## config.mk

```make
export PLATFORM = sky130hd
export DESIGN_NAME = udp_rx_parser
export DESIGN_NICKNAME = d
export VERILOG_FILES = /design/src/rtl/udp_rx_parser.sv
export SDC_FILE = /design/constraint.sdc
export NUM_CORES = 1
export LEC_CHECK = 0
export ABC_AREA = 1
export BUFFER_PORTS_ARGS = -buffer_cell sky130_fd_sc_hd__buf_2
export CAP_MARGIN = 10
export CORE_UTILIZATION = 36
export DETAILED_ROUTE_END_ITERATION = 8
export PLACE_DENSITY_LB_ADDON = 0.15
export SETUP_SLACK_MARGIN = 0.2
export SYNTH_ARGS = -nofsm -noshare
export SYNTH_HDL_FRONTEND = slang
export SYNTH_SLANG_ARGS = --single-unit
```

## constraint.sdc

```tcl
create_clock -name aclk -period 2.15 [get_ports aclk]
set_input_delay 0.5375 -clock aclk [delete_from_list [all_inputs] [get_ports aclk]]
set_output_delay 0.5375 -clock aclk [all_outputs]
set_load 0.1 [all_outputs]
```

## src/rtl/udp_rx_parser.sv

```systemverilog
`default_nettype none
// ============================================================================
// Module      : udp_rx_parser
// Description : UDP receive parser. Captures the 8-byte UDP header, matches the
//               destination port against a filter table and forwards payload.
//               Optional checksum verification is enabled by UDP_RX_CSUM_EN.
// Revision    : 1.0 - initial release
// ============================================================================
module udp_rx_parser #(
  parameter int NUM_PORTS = 4,
  parameter int IDX_W     = (NUM_PORTS > 1) ? $clog2(NUM_PORTS) : 1
) (
  input  logic                    aclk,
  input  logic                    aresetn,
  input  logic [7:0]              s_data,
  input  logic                    s_valid,
  input  logic                    s_last,
  input  logic                    ip_header_done,
  input  logic                    ip_header_valid,
  input  logic [16*NUM_PORTS-1:0] port_d_tbl,
  input  logic [NUM_PORTS-1:0]    port_en,
  input  logic [15:0]             pseudo_sum,
  output logic [15:0]             port_s,
  output logic [15:0]             udp_len,
  output logic [IDX_W-1:0]        port_idx,
  output logic                    hdr_done,
  output logic [7:0]              m_data,
  output logic                    m_valid,
  output logic                    m_last,
  output logic                    err_port,
  output logic                    err_len,
  output logic                    csum_err
);

  typedef enum logic [1:0] {
    S_IDLE    = 2'd0,
    S_HDR     = 2'd1,
    S_PAYLOAD = 2'd2,
    S_DROP    = 2'd3
  } state_t;

  localparam logic [15:0] C_HDR_LEN  = 16'd8;
  localparam logic [15:0] C_LAST_OFF = 16'd9;

  state_t      r_state;
  logic [2:0]  r_hdr_cnt;
  logic [15:0] r_src;
  logic [15:0] r_dst;
  logic [15:0] r_len;
  logic [15:0] r_pay_cnt;

  logic [NUM_PORTS-1:0] w_hit;
  logic [IDX_W-1:0]     w_hit_idx;
  logic                 w_any_hit;
  logic                 w_accept;
  logic                 w_hdr_last;
  logic                 w_hdr_ok;
  logic                 w_fin_hdr;
  logic                 w_pay_end;
  logic                 w_fin_pay;
  logic                 w_sum_byte;

  genvar gi;
  generate
    for (gi = 0; gi < NUM_PORTS; gi++) begin : g_match
      assign w_hit[gi] = port_en[gi] && (port_d_tbl[16*gi +: 16] == r_dst);
    end
  endgenerate

  // Descending scan so the lowest matching entry wins.
  always_comb begin
    w_hit_idx = '0;
    for (int i = NUM_PORTS - 1; i >= 0; i--) begin
      if (w_hit[i]) begin
        w_hit_idx = IDX_W'(i);
      end
    end
  end

  assign w_any_hit  = |w_hit;
  assign w_accept   = s_valid && (r_state == S_IDLE) && ip_header_done && ip_header_valid;
  assign w_hdr_last = (r_state == S_HDR) && (r_hdr_cnt == 3'd7);
  assign w_hdr_ok   = s_valid && w_hdr_last && (r_len >= C_HDR_LEN) && w_any_hit;
  assign w_fin_hdr  = w_hdr_ok && (r_len == C_HDR_LEN);
  assign w_pay_end  = (r_pay_cnt == (udp_len - C_LAST_OFF));
  assign w_fin_pay  = s_valid && (r_state == S_PAYLOAD) && w_pay_end;
  assign w_sum_byte = s_valid && ((r_state == S_HDR) || (r_state == S_PAYLOAD));

  always_ff @(posedge aclk or negedge aresetn) begin
    if (!aresetn) begin
      r_state   <= S_IDLE;
      r_hdr_cnt <= 3'd0;
      r_src     <= 16'd0;
      r_dst     <= 16'd0;
      r_len     <= 16'd0;
      r_pay_cnt <= 16'd0;
      port_s    <= 16'd0;
      udp_len   <= 16'd0;
      port_idx  <= '0;
      hdr_done  <= 1'b0;
      m_data    <= 8'd0;
      m_valid   <= 1'b0;
      m_last    <= 1'b0;
      err_port  <= 1'b0;
      err_len   <= 1'b0;
    end else begin
      hdr_done <= 1'b0;
      err_port <= 1'b0;
      err_len  <= 1'b0;
      m_valid  <= 1'b0;
      m_last   <= 1'b0;
      if (s_valid) begin
        case (r_state)
          S_IDLE: begin
            if (w_accept) begin
              r_src[15:8] <= s_data;
              r_hdr_cnt   <= 3'd1;
              if (s_last) begin
                err_len <= 1'b1;
              end else begin
                r_state <= S_HDR;
              end
            end else if (ip_header_done && !s_last) begin
              r_state <= S_DROP;
            end
          end
          S_HDR: begin
            r_hdr_cnt <= r_hdr_cnt + 3'd1;
            case (r_hdr_cnt)
              3'd1:    r_src[7:0]  <= s_data;
              3'd2:    r_dst[15:8] <= s_data;
              3'd3:    r_dst[7:0]  <= s_data;
              3'd4:    r_len[15:8] <= s_data;
              3'd5:    r_len[7:0]  <= s_data;
              default: ;
            endcase
            if (r_hdr_cnt == 3'd7) begin
              if (r_len < C_HDR_LEN) begin
                err_len <= 1'b1;
                r_state <= s_last ? S_IDLE : S_DROP;
              end else if (!w_any_hit) begin
                err_port <= 1'b1;
                r_state  <= s_last ? S_IDLE : S_DROP;
              end else begin
                hdr_done  <= 1'b1;
                port_s    <= r_src;
                udp_len   <= r_len;
                port_idx  <= w_hit_idx;
                r_pay_cnt <= 16'd0;
                if (r_len == C_HDR_LEN) begin
                  r_state <= S_IDLE;
                end else if (s_last) begin
                  err_len <= 1'b1;
                  r_state <= S_IDLE;
                end else begin
                  r_state <= S_PAYLOAD;
                end
              end
            end else if (s_last) begin
              err_len <= 1'b1;
              r_state <= S_IDLE;
            end
          end
          S_PAYLOAD: begin
            m_data    <= s_data;
            m_valid   <= 1'b1;
            r_pay_cnt <= r_pay_cnt + 16'd1;
            if (w_pay_end) begin
              m_last  <= 1'b1;
              r_state <= s_last ? S_IDLE : S_DROP;
            end else if (s_last) begin
              m_last  <= 1'b1;
              err_len <= 1'b1;
              r_state <= S_IDLE;
            end
          end
          S_DROP: begin
            if (s_last) begin
              r_state <= S_IDLE;
            end
          end
          default: r_state <= S_IDLE;
        endcase
      end
    end
  end

`ifdef UDP_RX_CSUM_EN
  function automatic logic [15:0] f_oc_add(input logic [15:0] a, input logic [15:0] b);
    logic [16:0] s;
    s = {1'b0, a} + {1'b0, b};
    return s[15:0] + {15'd0, s[16]};
  endfunction

  logic [15:0] r_sum;
  logic [15:0] r_fld;
  logic [7:0]  r_hi;
  logic        r_odd;
  logic        r_chk_pend;
  logic        r_chk_bad;
  logic        r_csum_err;
  logic [15:0] w_pair;
  logic [15:0] w_final;
  logic [15:0] w_fld;

  // An unpaired trailing byte is padded with 0x00 in the low half.
  assign w_pair  = r_odd ? {r_hi, s_data} : {s_data, 8'h00};
  assign w_final = f_oc_add(r_sum, w_pair);
  assign w_fld   = (r_state == S_HDR) ? {r_fld[15:8], s_data} : r_fld;

  always_ff @(posedge aclk or negedge aresetn) begin
    if (!aresetn) begin
      r_sum      <= 16'd0;
      r_fld      <= 16'd0;
      r_hi       <= 8'd0;
      r_odd      <= 1'b0;
      r_chk_pend <= 1'b0;
      r_chk_bad  <= 1'b0;
      r_csum_err <= 1'b0;
    end else begin
      r_chk_pend <= 1'b0;
      r_csum_err <= r_chk_pend && r_chk_bad;
      if (w_accept) begin
        r_sum <= pseudo_sum;
        r_hi  <= s_data;
        r_odd <= 1'b1;
      end else if (w_sum_byte) begin
        if (r_odd) begin
          r_sum <= w_final;
          r_odd <= 1'b0;
        end else begin
          r_hi  <= s_data;
          r_odd <= 1'b1;
        end
        if ((r_state == S_HDR) && (r_hdr_cnt == 3'd6)) begin
          r_fld[15:8] <= s_data;
        end
        if (w_hdr_last) begin
          r_fld[7:0] <= s_data;
        end
        if (w_fin_hdr || w_fin_pay) begin
          r_chk_pend <= 1'b1;
          r_chk_bad  <= (w_final != 16'hFFFF) && (w_fld != 16'h0000);
        end
      end
    end
  end

  assign csum_err = r_csum_err;
`else
  logic w_unused_csum;
  assign w_unused_csum = ^{pseudo_sum, w_fin_hdr, w_fin_pay, w_sum_byte};
  assign csum_err      = 1'b0;
`endif

endmodule
`default_nettype wire

```

==> metrics <==
crit-path max FO 8; CTS max path bufs 2; worst slew pin tran 0.609 ns; Synth Cell Area 7280 sq um; Final Hold Viols 0; Root Driver clkbuf_16; register area share after synthesis 39.9%; Max Fclk 469 MHz; Mapped Avg Cell Area 6.78 sq um; Finished Layout Cells 1,582; drt first-iter violations 434; post-route ant nets 0; crit path capture type flip-flop; CTS Buf Count 17; drt first pass iters 4; Pwr Total 0.0103 W; setup ws final 0.0186 ns; Rows 51; global route overflow 0; grt met1 use 33.9%; startpoint types flip-flop; ant diodes 0; status complete, no violations; port bufs 128; Inst Count DP 1,528; fin crit period 2.13 ns; M2 GR Usage 38.9%; # H-tree levels 4; Critical Path AT 2.43 ns; Yosys reg bits 116; vias post-DR 7,650; critical path class flip-flop to flip-flop; largest net degree at the start of global routing 49; antenna violations before repair 0; initial core utilization 37.0%; clk_skew 0.0149 ns; drc violations 0; vias in the first global route 7,182; Post-synth EDFFs 0; Final TNS setup 0 ns; clock input transition at the sequential cells of the worst setup and hold paths 0.06 ns; fin. max-slew vios 0; worst vdd ir 1350 uV; die width 144 um; GR peak layer met2; num ports 146; DR vias/cell 4.84; Pleak 5.33 nW; CTS tree yes; layout net count 1,410; max-cap violations 0; area delta synth->final 40.8%; Slew headroom 59.1%; Post-Route WL 24.0 mm; ys async rst share 100%; worst path required time 2.45 ns; Setup Slack @ Placement -0.102 ns; M3 GR Usage 3.51%; Placed Area 8900 sq um; die area 20,800 sq um; Clk Latency, worst-skew pair 0.42 ns; Synth Instances 1,073; post-DP HPWL 18.3 mm; first-pass GRT wire length 37.8 mm; Die Ht 144 um; Post-synth top flop dfrtp_1; Sink Count 116; # fillers 1,999; unrepaired setup endpoints after global routing yes; Placer Congestion 0.926; Core ar. 19,700 sq um; fin crit share 99.1%; wire per inst 15.2 um; Setup violations, final 0; post-route cell area 10,200 sq um; PwrDens 1000 nW/um^2; count of cell types in the netlist 43; Worst Hold Class primary input to asynchronous set/reset pin; Mapped Nets 1,179; layout cells sized above 1 32.2%; overall routing resource usage 24.1%; Syn. warnings 0
-- cells in the mapped netlist (2+ instances only) --
cell	instances	area share, %
xor2_1	14	1.7
a21oi_1	19	1.3
nand3b_1	10	1.0
or2_2	8	0.69
nand4_1	19	1.6
dfrtp_1	116	40
nor3_2	3	0.41
a21boi_0	2	0.21
inv_1	161	8.3
ha_1	8	1.4
a31oi_1	2	0.17
nor4_1	9	0.77
xnor2_1	15	1.8
nand2_1	330	17
nand3_1	53	3.6
buf_6	2	0.31
o21ai_0	70	4.8
nor3_1	13	0.89
buf_4	2	0.21
or2_0	11	0.95
buf_2	11	0.76
o211ai_1	2	0.21
or2_1	8	0.69
inv_2	12	0.62
clkbuf_1	6	0.31
o22ai_1	2	0.17
o21ai_1	40	2.8
nor2_1	110	5.7
-- cells by family (layout without fill, tap and decap cells) --
family          count (synthesis)  in the layout  share of synthesized area (%)
buf+inv                       195            438                           10.6
other cells                     1              1                         0.0515
simple gates                  582            583                           34.4
compound gates                142            142                           10.3
flops                         116            116                           39.9
xor+xnor                       29             29                           3.49
fa+ha+maj                       8              8                           1.38
-- repair_timing --
action / 4_1_cts / 5_1_grt
pin swaps: 17 / 28
hold buffers: 0 / 0
cloned: 3 / 4
setup buffers: 10 / 5
gates resized for setup: 64 / 109
setup endpoints to repair: 53 / 55
-- layout make-up --
class                   instances  area [sq um]  share of cell area, %
clock buffers                  17           425                   4.15
clock inverters                15           156                   1.53
inverters                     174           673                   6.57
multi-input cells             763          4050                   39.5
flip-flops and latches        116          2940                   28.7
well taps                     265           332                   3.24
repair buffers                232          1670                   16.3
-- worst max-delay path: stages, from the launching register on --
cell,delay (ns)
dfrtp_2,0.47
buf_6,0.16
nand2_4,0.05
nand2_2,0.04
nor2_1,0.09
nand3_1,0.12
nor2_2,0.15
nand2_2,0.10
buf_6,0.13
nand2_4,0.06
inv_2,0.04
nand4_1,0.13
o211ai_4,0.16
clkbuf_16,0.21
nand2_2,0.05
o21ai_1,0.06
-- registers in the layout, indices dropped and copies added (netlist names), 2 cells and up --
register,count
port_idx,2
m_data,8
r_hdr_cnt,3
r_dst,16
r_pay_cnt,16
r_src,16
port_s,16
r_len,16
r_state,2
udp_len,16
-- per-layer routing --
| metal | share of wire [%] | wire length [um] | vias to the layer above |
|---|---|---|---|
| li1 | - | - | 3840 |
| met1 | 47 | 11400 | 3580 |
| met2 | 47 | 11200 | 202 |
| met3 | 4.2 | 1010 | 28 |
| met4 | 1.6 | 386 | 0 |
| met5 | 0 | 0 | - |
-- report_power, final --
group          switching (W)  leakage [nW]  internal (W)  total (W)
clock                0.00115         0.278       0.00164    0.00278
sequential          0.000556          1.42       0.00277    0.00332
combinational        0.00265          3.63       0.00152    0.00418
total                0.00436          5.33       0.00593     0.0103
-- path summary, 6_finish.rpt --
kind	from	to	slack [ns]	depth (start not counted)
max	r_dst[1]$_DFFE_PN0P_	r_pay_cnt[0]$_DFFE_PN0P_	0.02	15
min	aresetn	udp_len[1]$_DFFE_PN0P_	0.09	1
max reg2reg	r_dst[1]$_DFFE_PN0P_	r_pay_cnt[0]$_DFFE_PN0P_	0.02	15
min reg2reg	port_s[1]$_DFFE_PN0P_	port_s[1]$_DFFE_PN0P_	0.48	2
max in group asynchronous	aresetn	port_s[0]$_DFFE_PN0P_	1.40	2
min in group aclk	s_data[3]	r_dst[11]$_DFFE_PN0P_	0.39	3
-- layout by cell type, fill, tap and decap left out, types with 6 or more instances in the layout --
cell type / n
inv_2: 12
inv_6: 7
xnor2_1: 11
nand3_1: 50
dfrtp_2: 22
a21oi_1: 16
nand3b_1: 10
clkbuf_16: 20
o21ai_0: 57
nand2_2: 43
o21ai_1: 37
nand2_1: 279
nand4_1: 19
xor2_1: 14
or2_0: 11
buf_12: 8
dfrtp_1: 92
nor4_1: 9
nor2_1: 89
or2_1: 8
buf_2: 126
o21ai_2: 15
or2_2: 8
buf_4: 74
nand2_4: 9
nor3_1: 12
ha_1: 6
inv_1: 155
buf_6: 18
nor2_2: 17
-- stage by stage --
step	hold slack (ns)	utilization, %
finish	0.0884	52.1
global route	0.108	52.1
CTS	0.0906	49.8
detailed placement	0.466	45.3
global placement	0.464	45.3
floorplan	0.242	-
Note: power is estimated with default switching activity, not from simulation.
